`config.mk`:
```
export PLATFORM = sky130hd
export DESIGN_NAME = serial_word_tx
export DESIGN_NICKNAME = d
export VERILOG_FILES = /design/src/rtl/serial_word_tx.sv
export SDC_FILE = /design/constraint.sdc
export NUM_CORES = 1
export LEC_CHECK = 0
export BUFFER_PORTS_ARGS = -buffer_cell sky130_fd_sc_hd__buf_2
export CELL_PAD_IN_SITES_DETAIL_PLACEMENT = 1
export CELL_PAD_IN_SITES_GLOBAL_PLACEMENT = 1
export CORE_MARGIN = 2
export CORE_UTILIZATION = 47
export CTS_CLUSTER_DIAMETER = 120
export CTS_CLUSTER_SIZE = 14
export DETAILED_ROUTE_END_ITERATION = 6
export PLACE_DENSITY = 0.8
export SYNTH_ARGS = -nofsm -noshare
export SYNTH_HDL_FRONTEND = slang
export SYNTH_SLANG_ARGS = --single-unit
```
`constraint.sdc`:
```
create_clock -name clk_2 -period 3.7 [get_ports clk_2]
set_clock_uncertainty 0.2 [all_clocks]
set_input_delay 0.185 -clock clk_2 [delete_from_list [all_inputs] [get_ports clk_2]]
set_output_delay 0.185 -clock clk_2 [all_outputs]
set_load 0.01 [all_outputs]
```
`src/rtl/serial_word_tx.sv`:
```
// serial_word_tx
// Parallel-to-serial transmitter that feeds a serial-in/parallel-load shift
// register. Words arrive over a load/ready handshake and leave LSB-first on
// serial_out. The register downstream shifts into its MSB, so after NBITS
// shifts it holds the word unchanged. One further word can be held pending
// while a frame is on the wire.
//
// Optional feature: define SERIAL_TX_PARITY_EN to append one even-parity bit
// period (XOR of the data bits) after the data bits of every frame.
//
// Ports:
//   clk_2       in   board clock, rising-edge active
//   reset       in   asynchronous, active-high reset
//   data_in     in   [NBITS] word to transmit
//   load        in   word valid; accepted on a rising edge where load && ready
//   ready       out  pending slot empty (combinational)
//   serial_out  out  current serial bit, 0 when not shifting
//   bit_valid   out  serial_out carries a data/parity bit (downstream shift enable)
//   busy        out  any state other than IDLE
//   frame_done  out  pulse in the final cycle of a frame's last bit period
//   frame_count out  [8] completed frames, wraps 255 -> 0
module serial_word_tx #(
  parameter int NBITS      = 4,
  parameter int BIT_CYCLES = 1,
  parameter int GAP_CYCLES = 1
) (
  input  logic             clk_2,
  input  logic             reset,
  input  logic [NBITS-1:0] data_in,
  input  logic             load,
  output logic             ready,
  output logic             serial_out,
  output logic             bit_valid,
  output logic             busy,
  output logic             frame_done,
  output logic [7:0]       frame_count
);

  localparam int IW   = $clog2(NBITS);
  localparam int CMAX = (BIT_CYCLES > GAP_CYCLES) ? BIT_CYCLES : GAP_CYCLES;
  localparam int CW   = $clog2(CMAX + 1);
  localparam logic [IW-1:0] LAST_BIT = IW'(NBITS - 1);
  localparam logic [CW-1:0] BIT_LAST = CW'(BIT_CYCLES - 1);
  localparam logic [CW-1:0] GAP_LAST = CW'((GAP_CYCLES > 0) ? (GAP_CYCLES - 1) : 0);

  typedef enum logic [1:0] {
    S_IDLE   = 2'd0,
    S_SHIFT  = 2'd1,
    S_PARITY = 2'd2,
    S_GAP    = 2'd3
  } state_t;

`ifdef SERIAL_TX_PARITY_EN
  function automatic logic even_parity(input logic [NBITS-1:0] word);
    return ^word;
  endfunction
`endif

  state_t           state_r, state_s;
  logic [NBITS-1:0] shifter_r, shifter_s;
  logic [NBITS-1:0] pending_r, pending_s;
  logic             pend_full_r, pend_full_s;
  logic [IW-1:0]    bit_idx_r, bit_idx_s;
  logic [CW-1:0]    cyc_r, cyc_s;
  logic [7:0]       count_r, count_s;
  logic             accept_s;
  logic             data_done_s;
  logic             enter_next_s;

  assign ready       = ~pend_full_r;
  assign busy        = (state_r != S_IDLE);
  assign frame_count = count_r;

  // Next-state, datapath and output decode
  always_comb begin
    state_s      = state_r;
    shifter_s    = shifter_r;
    pending_s    = pending_r;
    pend_full_s  = pend_full_r;
    bit_idx_s    = bit_idx_r;
    cyc_s        = cyc_r;
    count_s      = count_r;
    serial_out   = 1'b0;
    bit_valid    = 1'b0;
    frame_done   = 1'b0;
    data_done_s  = 1'b0;
    enter_next_s = 1'b0;
    accept_s     = load & ~pend_full_r;

    case (state_r)
      S_IDLE: begin
        if (accept_s) begin
          shifter_s = data_in;
          bit_idx_s = '0;
          cyc_s     = '0;
          state_s   = S_SHIFT;
        end else begin
          state_s = S_IDLE;
        end
      end
      S_SHIFT: begin
        serial_out = shifter_r[bit_idx_r];
        bit_valid  = 1'b1;
        if (cyc_r == BIT_LAST) begin
          cyc_s = '0;
          if (bit_idx_r == LAST_BIT) begin
`ifdef SERIAL_TX_PARITY_EN
            state_s = S_PARITY;
`else
            frame_done  = 1'b1;
            data_done_s = 1'b1;
`endif
          end else begin
            bit_idx_s = bit_idx_r + IW'(1);
          end
        end else begin
          cyc_s = cyc_r + CW'(1);
        end
      end
      S_PARITY: begin
`ifdef SERIAL_TX_PARITY_EN
        serial_out = even_parity(shifter_r);
`else
        serial_out = 1'b0;
`endif
        bit_valid = 1'b1;
        if (cyc_r == BIT_LAST) begin
          cyc_s       = '0;
          frame_done  = 1'b1;
          data_done_s = 1'b1;
        end else begin
          cyc_s = cyc_r + CW'(1);
        end
      end
      S_GAP: begin
        if (cyc_r == GAP_LAST) begin
          enter_next_s = 1'b1;
        end else begin
          cyc_s = cyc_r + CW'(1);
        end
      end
      default: begin
        state_s = S_IDLE;
      end
    endcase

    // Frame body finished: idle gap, or straight to the decision point
    if (data_done_s) begin
      if (GAP_CYCLES > 0) begin
        state_s = S_GAP;
        cyc_s   = '0;
      end else begin
        enter_next_s = 1'b1;
      end
    end else begin
      enter_next_s = enter_next_s;
    end

    // Zero-time decision between frames. An accept landing on this very edge
    // goes straight into the shifter; writing it to the pending slot while
    // returning to IDLE would strand it there.
    if (enter_next_s) begin
      bit_idx_s = '0;
      cyc_s     = '0;
      if (pend_full_r) begin
        shifter_s   = pending_r;
        pend_full_s = 1'b0;
        state_s     = S_SHIFT;
      end else if (accept_s) begin
        shifter_s = data_in;
        state_s   = S_SHIFT;
      end else begin
        state_s = S_IDLE;
      end
    end else if (accept_s && (state_r != S_IDLE)) begin
      pending_s   = data_in;
      pend_full_s = 1'b1;
    end else begin
      pend_full_s = pend_full_s;
    end

    if (frame_done) begin
      count_s = count_r + 8'd1;
    end else begin
      count_s = count_r;
    end
  end

  // State and datapath registers
  always_ff @(posedge clk_2 or posedge reset) begin
    if (reset) begin
      state_r     <= S_IDLE;
      shifter_r   <= '0;
      pending_r   <= '0;
      pend_full_r <= 1'b0;
      bit_idx_r   <= '0;
      cyc_r       <= '0;
      count_r     <= 8'd0;
    end else begin
      state_r     <= state_s;
      shifter_r   <= shifter_s;
      pending_r   <= pending_s;
      pend_full_r <= pend_full_s;
      bit_idx_r   <= bit_idx_s;
      cyc_r       <= cyc_s;
      count_r     <= count_s;
    end
  end

endmodule
```
# Yosys cells after proc, flatten, opt, wreduce, memory -nomap -nowiden
# Index checks and enable logic that the tools add are counted.
# totals
ff_bits	22
out_inout_bits	13
wordCells	63
# classes
addsub	3
order_cmp	1
n_eq_ne	8
mux	31
bitwise	3
n_reduce_logical	10
# ops
op	count
$mux W4	5
$mux W1	15
$mux W2	7
$ne A3 B3 Y1 const B	3
$add A8 B1 Y8 const B	1
$eq A2 B2 Y1 const B	3
$reduce_bool A3 Y1	2
$ne A4 B4 Y1 const B	1
$pmux W1 S2	2
$pmux W2 S2	1
$reduce_and A4 Y1	1
$reduce_bool A2 Y1	2
$lt A2 B3 Y1 const B	1
$reduce_or A3 Y1	1
$add A2 B1 Y2 const B	1
$bmux W1 S2	1
$eq A2 B1 Y1 const B	1
$logic_not A2 Y1	1
$not A1 Y1	2
$reduce_and A2 Y1	1
$reduce_or A2 Y1	1
$add A1 B1 Y1 const B	1
$and A1 B1 Y1	1
$logic_and A1 B1 Y1	1

# Logic depth before layout (Yosys ltp)
# Gate-level depths: netlist of the first run.
# logic_depth
depth_word	7
depth_mapped	6

# Worst setup path after synthesis of the first run
# No wires, ideal clock.
# synth_timing
path_type	flip-flop to flip-flop
from	register state_r[0]
to	register count_r[1] (netlist: frame_count[1])
setup_time_ns	0.125
arrival_time_ns	1.339
required_ns	3.375
path_slack_ns	2.037
path_stages_with_launch	6
path_buffers	1
path_cell_list	dfrtp_1 > inv_1 > ha_1 > buf_2 > nand2_4 > mux2_2
# synth_between
elab_chain_cells	2
elab_cells_between_ends	3
classes_between	eq/ne (2); mux (1)
# synth_rtl
item	line	source
start: declaration	59	state_t state_r, state_s;
start signal: assignment	200	state_r <= state_s;
$eq A2 B2 Y1 / $eq A2 B1 Y1 (equally long branches)	90	case (state_r)
$pmux W1 S2 (*)	90	
end signal: assignment	206	count_r <= count_s;
end: declaration	65	logic [7:0] count_r, count_s;
# Every way passes the cells marked *; elsewhere a longest branch is shown, timed or not.
# A chain may end at the register's enable or synchronous reset.

# Worst setup path after layout of the first run
# layout_timing
from	register state_r[1]
to	output frame_done
# layout_between
elab_chain_cells	2
elab_cells_between_ends	3
classes_between	eq/ne (2); mux (1)
# layout_rtl
item	line	source
$eq A2 B2 Y1 / $eq A2 B1 Y1 (equally long branches)	90	
$pmux W1 S2 (*)	90	
end: declaration	35	output logic frame_done,
# Marks and branches as above.

==> results_dict.tcl, run 1 <==
set metrics [dict create \
    grt_pass1_wl_mm 4.298 \
    ys_ff_latch 21 \
    hold_violations 0 \
    dp_slack_ns 1.915 \
    finalPower_uw 722.3 \
    stdcell_count 162 \
    layout_commonest_cell "dfrtp_1" \
    busiest_layer "met2" \
    end_kind "primary output" \
    avgSynthCellArea_um2 11.31 \
    synth_area_leaders "dfrtp_1 43%, mux2i_1 7.4%, ha_1 6.1%" \
    grt_start_max_net_pins 22 \
    clockPowerShare 0.159 \
    setup_viol 0 \
    r2r_end "pending_r[0]$_DFFE_PP0P_" \
    slew_viol_final 0 \
    area_growth_pct 14.55 \
    num_vias 923 \
    die_w_um 54.97 \
    critPathCapture "frame_done" \
    start_util 0.4929 \
    fmax_mhz 496.1 \
    drt_pre_antenna_iters 4 \
    grtUsageMet3 0.02419 \
    reg2regPathDepth 4 \
    h-tree-depth 1 \
    cts_root_buf "clkbuf_4" \
    boundaryPins 20 \
    dr.first_iter.drc_count 10 \
    cts_hold_buf 5 \
    path_clk_slew_ns 0.12 \
    r2r-start "state_r[0]$_DFFE_PP0P_" \
    maxSlewHeadroom 0.4795 \
    fin_crit_sh 0.5448 \
    dp_cells 153 \
    switching_share 0.3572 \
    crit_required_ns 3.31 \
    worst_pin_slew_ns 0.7799 \
    synth_top_area_frac 0.4303 \
    cpMostUsedCell "inv_1" \
    p_leak_uw 0.0007679 \
    hp-class "in -> reg" \
    setup-tns-final_ns 0 \
    antennaDiodeCount 0 \
    gr-usage-all-layers 0.2059 \
    clock_path_buffers 2 \
    crit_slowest_cell "dfrtp_1" \
    intPower_uw 464.3 \
    fin_crit_ns 2.016 \
    met1_usage 0.2607 \
    multi_input_comb_area_um2 629.4 \
    drive_above_1_share 0.2727 \
    slowest_delay_ns 0.41 \
    clock_latency_ns 0.31 \
    dp_hpwl_mm 1.893 \
    powerDensity_nw_per_um2 516.3 \
    outcome "finished, final reports clean" \
    cts_made_buffers 3 \
    final_cell_mix "21 x dfrtp_1, 19 x buf_2, 9 x inv_1, 9 x mux2i_1, 8 x nand2_1" \
    nets 146 \
    critPathLaunchType "register" \
    p_switching_uw 258.0 \
    synth_ff_type "dfrtp_1" \
    io_buffer_count 19 \
    grt_pass1_vias 921 \
    yosysSeqAreaShare 0.4303 \
    p_seq_frac 0.510 \
    die_h_um 54.97 \
    rows 18 \
    ys_warn_count 0 \
    dieArea_um2 3022 \
    synth_fp_nets 121 \
    rsz0062_at_grt "false" \
    wl_per_cell_um 16.29 \
    cts_sinks 21 \
    drc 0 \
    met2_usage 0.3492 \
    gp_congestion 0.6910 \
    peakVddDrop_mv 0.3706 \
    post_cts_buffers 0 \
    antenna_left 0 \
    routed_wl_mm 2.639 \
    max_cap_viol_count 0 \
    core_area_um2 2477 \
    worst_slack_ns 1.684 \
    ff_latch_area_um2 525.5 \
    worstPathCellList "inv_1 -> ha_1 -> a21o_2 -> nand2_4 -> inv_1 -> buf_2" \
    cts_resized 0 \
    tritoncts "built" \
    comb_power_share 0.331 \
    antenna_found_initial 0 \
    crit_type "reg -> out" \
    startpoint "state_r[1]$_DFFE_PP0P_" \
    crit_fanout 7 \
    synthesis.area_um2 1221 \
    synth-edff-count 0 \
    syn_inst 108 \
    ys_async_sr_fraction 1.000 \
    synth_cell_types 31 \
    num-fill-cells 288 \
    fin_hold_ws_ns 0.1010 \
    viasPerCell 5.698 \
    synth_area_leader_cell "dfrtp_1" \
    grt-ovfl-total 0 \
    r2r_slack_ns 1.89 \
    arrival_ns 1.63 \
]
layer usage:
| layer | up-vias | part of all wire |
|---|---|---|
| met5 | - | 0 |
| met4 | 0 | 0.019 |
| met3 | 5 | 0.028 |
| met2 | 18 | 0.50 |
| met1 | 469 | 0.45 |
| li1 | 431 | - |
kinds of logic after synthesis:
logic type                 count (synthesis)  synth area share
and+or+nand+nor                           29            0.1588
DFF                                       21            0.4303
xor gates and xnor gates                   7           0.05021
muxes                                     15            0.1383
adders and majority gates                  6           0.06147
buffers and inverters                     13           0.05430
AOI/OAI and AO/OA                         17            0.1066
worst max-delay path, delay by kind of cell, from the launching register on:
family	cells	cell delay [ns]
and+or+nand+nor	1	0.12
AOI/OAI and AO/OA	1	0.30
buffers and inverters	3	0.26
DFF	1	0.41
adders and majority gates	1	0.24
synth_stat cells, drive strengths merged, types with 2 or more instances:
cell     n
buf      4
and2     3
nor3     2
mux2     5
mux2i    9
a21oi    5
dfrtp   21
o211a    4
inv      9
xnor2    7
nand4    3
and3     2
and2b    2
nand2    9
o311ai   2
and4     2
a21o     2
nand3    3
ha       6
state kept, by name, summed over array words and instances, names as in the netlist:
name,count
frame_count,8
pending_r,4
shifter_r,4
bit_idx_r,2
state_r,2
pend_full_r,1
power groups by stage:
stage,Sequential [uW],Combinational [uW],Clock (uW)
3_3_place_gp,367,222,0
2_1_floorplan,350,180,0
6_report,368,239,115
5_1_grt,379,265,128
3_5_place_dp,372,234,0
4_1_cts,368,240,119
cell type report:
class                           count  area share
Multi-Input combinational cell     74      0.4499
Sequential cell                    21      0.3757
Clock buffer                        3     0.01610
Clock inverter                      1    0.003578
Timing Repair Buffer               24      0.1038
Inverter                            9     0.02415
Tap cell                           30     0.02683
stage by stage:
step             util  instance area, um2
3_3_place_gp   0.5333                1321
3_5_place_dp   0.5333                1321
2_1_floorplan       -                1221
4_1_cts        0.5646                1399
6_report       0.5646                1399
5_1_grt        0.5646                1399
how the worst min path moves through the flow:
stage	start	endpoint	depth (start not counted)
3_3_place_gp	reset	frame_count[7]$_DFFE_PP0P_	2
4_1_cts	load	state_r[0]$_DFFE_PP0P_	3
2_1_floorplan	reset	bit_idx_r[0]$_DFFE_PP0P_	1
5_1_grt	load	state_r[0]$_DFFE_PP0P_	3
3_5_place_dp	reset	frame_count[7]$_DFFE_PP0P_	2
6_report	load	state_r[0]$_DFFE_PP0P_	3
Note: power is estimated with default switching activity, not from simulation.
==> inputs of run 2 (changes only) <==
--- a/config.mk
+++ b/config.mk
@@ -9,11 +9,11 @@
 export CELL_PAD_IN_SITES_DETAIL_PLACEMENT = 1
 export CELL_PAD_IN_SITES_GLOBAL_PLACEMENT = 1
 export CORE_MARGIN = 2
-export CORE_UTILIZATION = 47
+export CORE_UTILIZATION = 39
 export CTS_CLUSTER_DIAMETER = 120
 export CTS_CLUSTER_SIZE = 14
 export DETAILED_ROUTE_END_ITERATION = 6
-export PLACE_DENSITY = 0.8
+export PLACE_DENSITY = 0.71
 export SYNTH_ARGS = -nofsm -noshare
 export SYNTH_HDL_FRONTEND = slang
 export SYNTH_SLANG_ARGS = --single-unit
==> constraint.sdc (replaced) <==
create_clock -name clk_2 -period 1.8 [get_ports clk_2]
set_clock_uncertainty 0.2 [all_clocks]
set_input_delay 0.09 -clock clk_2 [delete_from_list [all_inputs] [get_ports clk_2]]
set_output_delay 0.09 -clock clk_2 [all_outputs]
set_load 0.01 [all_outputs]
==> results_dict.tcl, run 2 (same netlist as run 1, synthesis figures left out) <==
set metrics [dict create \
    outcome "finished with violations" \
    failed_checks "setup timing" \
    dp_cells 163 \
    slowest_delay_ns 0.47 \
    crit_buf_inv 2 \
    p_seq_frac 0.466 \
    p_leak_uw 0.0008307 \
    nets 159 \
    boundaryPins 20 \
    hold_violations 0 \
    crit_family "multiplexers" \
    die_w_um 59.96 \
    path_clk_slew_ns 0.13 \
    crit_slowest_cell "mux4_2" \
    fmax_mhz 537.3 \
    grt_pass1_wl_mm 4.926 \
    arrival_ns 1.57 \
    grt_start_max_net_pins 22 \
    drt_pre_antenna_iters 2 \
    fin_util 0.5154 \
    peakVddDrop_mv 0.4348 \
    grt-ovfl-total 0 \
    io_buffer_count 19 \
    wl_met3_um 69 \
    postPlaceCellArea_um2 1378 \
    max_cap_viol_count 0 \
    antenna_left 0 \
    num_vias 976 \
    start_util 0.4067 \
    slew_viol_final 0 \
    drc 0 \
    dp_hpwl_mm 2.099 \
    powerDensity_nw_per_um2 1015 \
    routed_wl_mm 2.924 \
    crit_required_ns 1.51 \
    dr.first_iter.drc_count 12 \
    wl_per_cell_um 16.43 \
    comb_power_share 0.375 \
    setup-tns-final_ns -0.06107 \
    clock_path_buffers 2 \
    clockPowerShare 0.159 \
    rows 20 \
    clock_latency_ns 0.31 \
    viasPerCell 5.483 \
    routed-wl-met2_mm 1.629 \
    drt-met1-wl_mm 1.179 \
    fin_crit_ns 1.861 \
    dieArea_um2 3595 \
    antennaDiodeCount 0 \
    drive_above_1_share 0.3931 \
    worst_pin_slew_ns 0.3218 \
    gp_congestion 0.7134 \
    hp-class "in -> reg" \
    critPathLaunchType "register" \
    fin_crit_sh 1.034 \
    grt_pass1_vias 1039 \
    stdcell_area_um2 1548 \
    p_switching_uw 557.2 \
    h-tree-depth 1 \
    core_area_um2 3003 \
    stdcell_count 178 \
    cts_made_buffers 3 \
    final_cell_mix "20 x dfrtp_1, 19 x buf_2, 12 x buf_4" \
    intPower_uw 1014 \
    worstPathCellList "buf_6 -> mux4_2 -> and2_1 -> buf_2" \
    crit_type "reg -> out" \
    die_h_um 59.96 \
    gr-usage-all-layers 0.1870 \
    crit_fanout 2 \
    area_growth_pct 26.74 \
    worst_slack_ns -0.06107 \
    switching_share 0.3546 \
    antenna_found_initial 0 \
    largest_register_ffs 8 \
    finalPower_uw 1572 \
    cts_sinks 21 \
    maxSlewHeadroom 0.7836 \
    layout_commonest_cell "dfrtp_1" \
    rsz0062_at_grt "true" \
    end_kind "primary output" \
    tritoncts "built" \
    highest-signal-layer "met4" \
    cts_root_buf "clkbuf_4" \
    setup_viol 1 \
]
-- run 2: layer usage --
| metal | up-vias | track usage |
|---|---|---|
| li1 | 456 | - |
| met1 | 499 | 0.2163 |
| met2 | 15 | 0.3463 |
| met3 | 6 | 0.02597 |
| met4 | 0 | 0.06667 |
| met5 | - | 0 |
-- run 2: final cells by class --
class	instances	area, um2
fill	339	1455
multi-input combinational	74	668.1
sequential	21	526.8
timing repair buffer	37	246.5
tap	33	41.29
inverter	9	37.54
clock buffer	3	22.52
clock inverter	1	5.005
-- run 2: timing repair --
| action | CTS | global route |
|---|---|---|
| cloned | 0 | 0 |
| gates resized for setup | 6 | 7 |
| pin swaps | 2 | 1 |
| endpoints found under the hold margin | 29 | 0 |
| hold buffers | 5 | 0 |
| endpoints found under the setup margin | 4 | 6 |
| buffers inserted | 2 | 4 |
-- run 2: worst reg2reg max path, delay by kind of cell, from the launching register on --
kind	cells	cell delay (ns)
compound gates	2	0.47
fa+ha+maj	1	0.17
buf+inv	2	0.23
flops	1	0.45
simple gates	1	0.11
-- run 2: final timing paths --
path,start,cells past startpoint,slack [ns],endpoint
setup / recovery,bit_idx_r[0]$_DFFE_PP0P_,4,-0.06,serial_out
setup reg to reg,state_r[1]$_DFFE_PP0P_,6,0.05,bit_idx_r[0]$_DFFE_PP0P_
hold / removal,load,3,0.05,state_r[0]$_DFFE_PP0P_
min in group asynchronous,reset,4,0.14,pending_r[2]$_DFFE_PP0P_
hold reg to reg,frame_count[7]$_DFFE_PP0P_,1,0.28,frame_count[7]$_DFFE_PP0P_
max in group asynchronous,reset,4,1.02,state_r[0]$_DFFE_PP0P_
-- run 2: metrics by stage --
| stage | hold slack, ns | worst slack (ns) |
|---|---|---|
| final | 0.04871 | -0.06107 |
| after global routing | 0.05532 | -0.1265 |
| after CTS | 0.1181 | -0.07934 |
| after detailed placement | -0.04279 | 0.03538 |
| after global placement | -0.06578 | 0.09670 |
| after floorplan | -0.1335 | 0.1368 |
-- run 2: power by group through the flow --
| stage | logic, uW | registers (uW) | clock network [uW] |
|---|---|---|---|
| 4_1_cts | 595 | 734 | 252 |
| 3_3_place_gp | 526 | 731 | 0 |
| 5_1_grt | 664 | 760 | 275 |
| 3_5_place_dp | 554 | 743 | 0 |
| 6_report | 589 | 732 | 250 |
| 2_1_floorplan | 369 | 720 | 0 |
==> inputs of run 3 (changes only) <==
==> config.mk (replaced) <==
export PLATFORM = sky130hd
export DESIGN_NAME = serial_word_tx
export DESIGN_NICKNAME = d
export VERILOG_FILES = /design/src/rtl/serial_word_tx.sv
export SDC_FILE = /design/constraint.sdc
export NUM_CORES = 1
export LEC_CHECK = 0
export CELL_PAD_IN_SITES_DETAIL_PLACEMENT = 1
export CELL_PAD_IN_SITES_GLOBAL_PLACEMENT = 1
export CORE_MARGIN = 2
export CORE_UTILIZATION = 44
export CTS_CLUSTER_DIAMETER = 120
export CTS_CLUSTER_SIZE = 14
export DETAILED_ROUTE_END_ITERATION = 6
export DONT_BUFFER_PORTS = 1
export PLACE_DENSITY = 0.71
export REMOVE_ABC_BUFFERS = 1
export SYNTH_ARGS = -nofsm -noshare
export SYNTH_HDL_FRONTEND = slang
export SYNTH_SLANG_ARGS = --single-unit
==> results_dict.tcl, run 3 (same netlist as run 1, synthesis figures left out) <==
set metrics [dict create \
    tritoncts "built" \
    end_kind "primary output" \
    worstPathCellList "buf_6 -> mux4_2 -> and2_4" \
    area_growth_pct 19.16 \
    fin_hold_ws_ns 0.07368 \
    grt-ovfl-total 0 \
    drc 0 \
    clock_latency_ns 0.32 \
    setup_viol 0 \
    clockPowerShare 0.157 \
    largest_register_ffs 8 \
    dp_slack_ns 0.03107 \
    hold_violations 0 \
    core_area_um2 2686 \
    stdcell_count 158 \
    antennaDiodeCount 0 \
    slew_viol_final 0 \
    gp_congestion 0.7790 \
    clock_path_buffers 2 \
    crit_required_ns 1.51 \
    num-fill-cells 294 \
    intPower_uw 988.9 \
    fin_crit_ns 1.760 \
    drt_pre_antenna_iters 4 \
    dp_cells 141 \
    crit_fanout 2 \
    final_cell_mix "20 x dfrtp_1, 11 x buf_4, 9 x mux2i_1" \
    rsz0062_at_grt "true" \
    powerDensity_nw_per_um2 1054 \
    num_vias 907 \
    dr.first_iter.drc_count 22 \
    routed_wl_mm 2.824 \
    layout_commonest_cell "dfrtp_1" \
    start_util 0.4546 \
    viasPerCell 5.741 \
    grt_pass1_wl_mm 4.961 \
    fmax_mhz 568.2 \
    cts_sinks 21 \
    p_seq_frac 0.487 \
    wl_per_cell_um 17.87 \
    rows 19 \
    outcome "finished, final reports clean" \
    hp-class "in -> async" \
    switching_share 0.3555 \
    grt_start_max_net_pins 22 \
    gr-usage-all-layers 0.2011 \
    io_buffer_count 0 \
    p_leak_uw 0.0007431 \
    crit_slowest_cell "mux4_2" \
    worst_pin_slew_ns 0.4670 \
    dp_hpwl_mm 2.002 \
    boundaryPins 20 \
    p_switching_uw 545.4 \
    h-tree-depth 1 \
    nets 141 \
    path_clk_slew_ns 0.12 \
    dieArea_um2 3213 \
    peakVddDrop_mv 0.7371 \
    arrival_ns 1.47 \
    antenna_left 0 \
    slowest_delay_ns 0.47 \
    die_h_um 56.68 \
    cts_root_buf "clkbuf_4" \
    die_w_um 56.68 \
    worst_slack_ns 0.03999 \
    max_cap_viol_count 0 \
    finalPower_uw 1534 \
    drive_above_1_share 0.2992 \
    fin_crit_sh 0.9778 \
    crit_type "reg -> out" \
    critPathLaunchType "register" \
    fin_util 0.5417 \
    grt_pass1_vias 1031 \
    antenna_found_initial 0 \
    comb_power_share 0.355 \
    cts_made_buffers 3 \
    maxSlewHeadroom 0.6876 \
]
run 3: cell count changes in the layout (fill, tap and decap cells not counted), sizes merged:
cell and delta:
clkbuf +1, dlygate4sd3 +1, buf -20
run 3: critical path: cells and delay by family, from the launching register on:
kind                   cells  cell delay (ns)
buffers and inverters      1             0.12
flip-flops                 1             0.41
multiplexers               1             0.47
AND/OR/NAND/NOR            1             0.16
run 3: metrics by stage:
stage / setup TNS, ns / cell area (um2)
finish: 0 / 1455
global route: -0.03496 / 1455
CTS: 0 / 1414
detailed placement: 0 / 1272
global placement: 0 / 1272
floorplan: 0 / 1189
run 3: path summary, 6_finish.rpt:
| kind | from | end | slack [ns] | cells past startpoint |
|---|---|---|---|---|
| max | bit_idx_r[0]$_DFFE_PP0P_ | serial_out | 0.04 | 3 |
| min | reset | shifter_r[3]$_DFF_PP0_ | 0.07 | 3 |
| max reg2reg | state_r[1]$_DFFE_PP0P_ | pending_r[3]$_DFFE_PP0P_ | 0.11 | 4 |
| min reg2reg | pending_r[2]$_DFFE_PP0P_ | pending_r[2]$_DFFE_PP0P_ | 0.32 | 1 |
| max in group asynchronous | reset | state_r[0]$_DFFE_PP0P_ | 1.09 | 3 |
| min in group clk_2 | pending_r[2]$_DFFE_PP0P_ | pending_r[2]$_DFFE_PP0P_ | 0.32 | 1 |
run 3: power groups by stage:
stage                     Sequential, uW  Clock, uW  Combinational, uW
after detailed placement             759          0                472
final                                748        241                545
after CTS                            754        257                528
after floorplan                      733          0                341
after global routing                 773        282                610
after global placement               748          0                445
run 3: metal layers:
| layer | global-route usage | wire (um) | vias up |
|---|---|---|---|
| met4 | 0.1156 | 91 | 0 |
| met5 | 0 | 0 | - |
| li1 | - | - | 422 |
| met1 | 0.2504 | 1185 | 451 |
| met3 | 0.03917 | 111 | 10 |
| met2 | 0.3223 | 1435 | 24 |
run 3: final cells by class:
cell class / instances / area [um2] / share of cell area
Inverter: 9 / 37.54 / 0.02580
Clock inverter: 1 / 5.005 / 0.003439
Sequential cell: 21 / 526.8 / 0.3620
Tap cell: 31 / 38.79 / 0.02666
Timing Repair Buffer: 19 / 158.9 / 0.1092
Multi-Input combinational cell: 74 / 665.6 / 0.4574
Clock buffer: 3 / 22.52 / 0.01548
run 3: timing repair:
action,CTS,global route
cloned,0,0
hold endpoints to repair,33,0
pin swaps,1,3
resized for setup,10,3
endpoints found under the setup margin,2,4
setup buffers,2,6
hold buffers,6,0
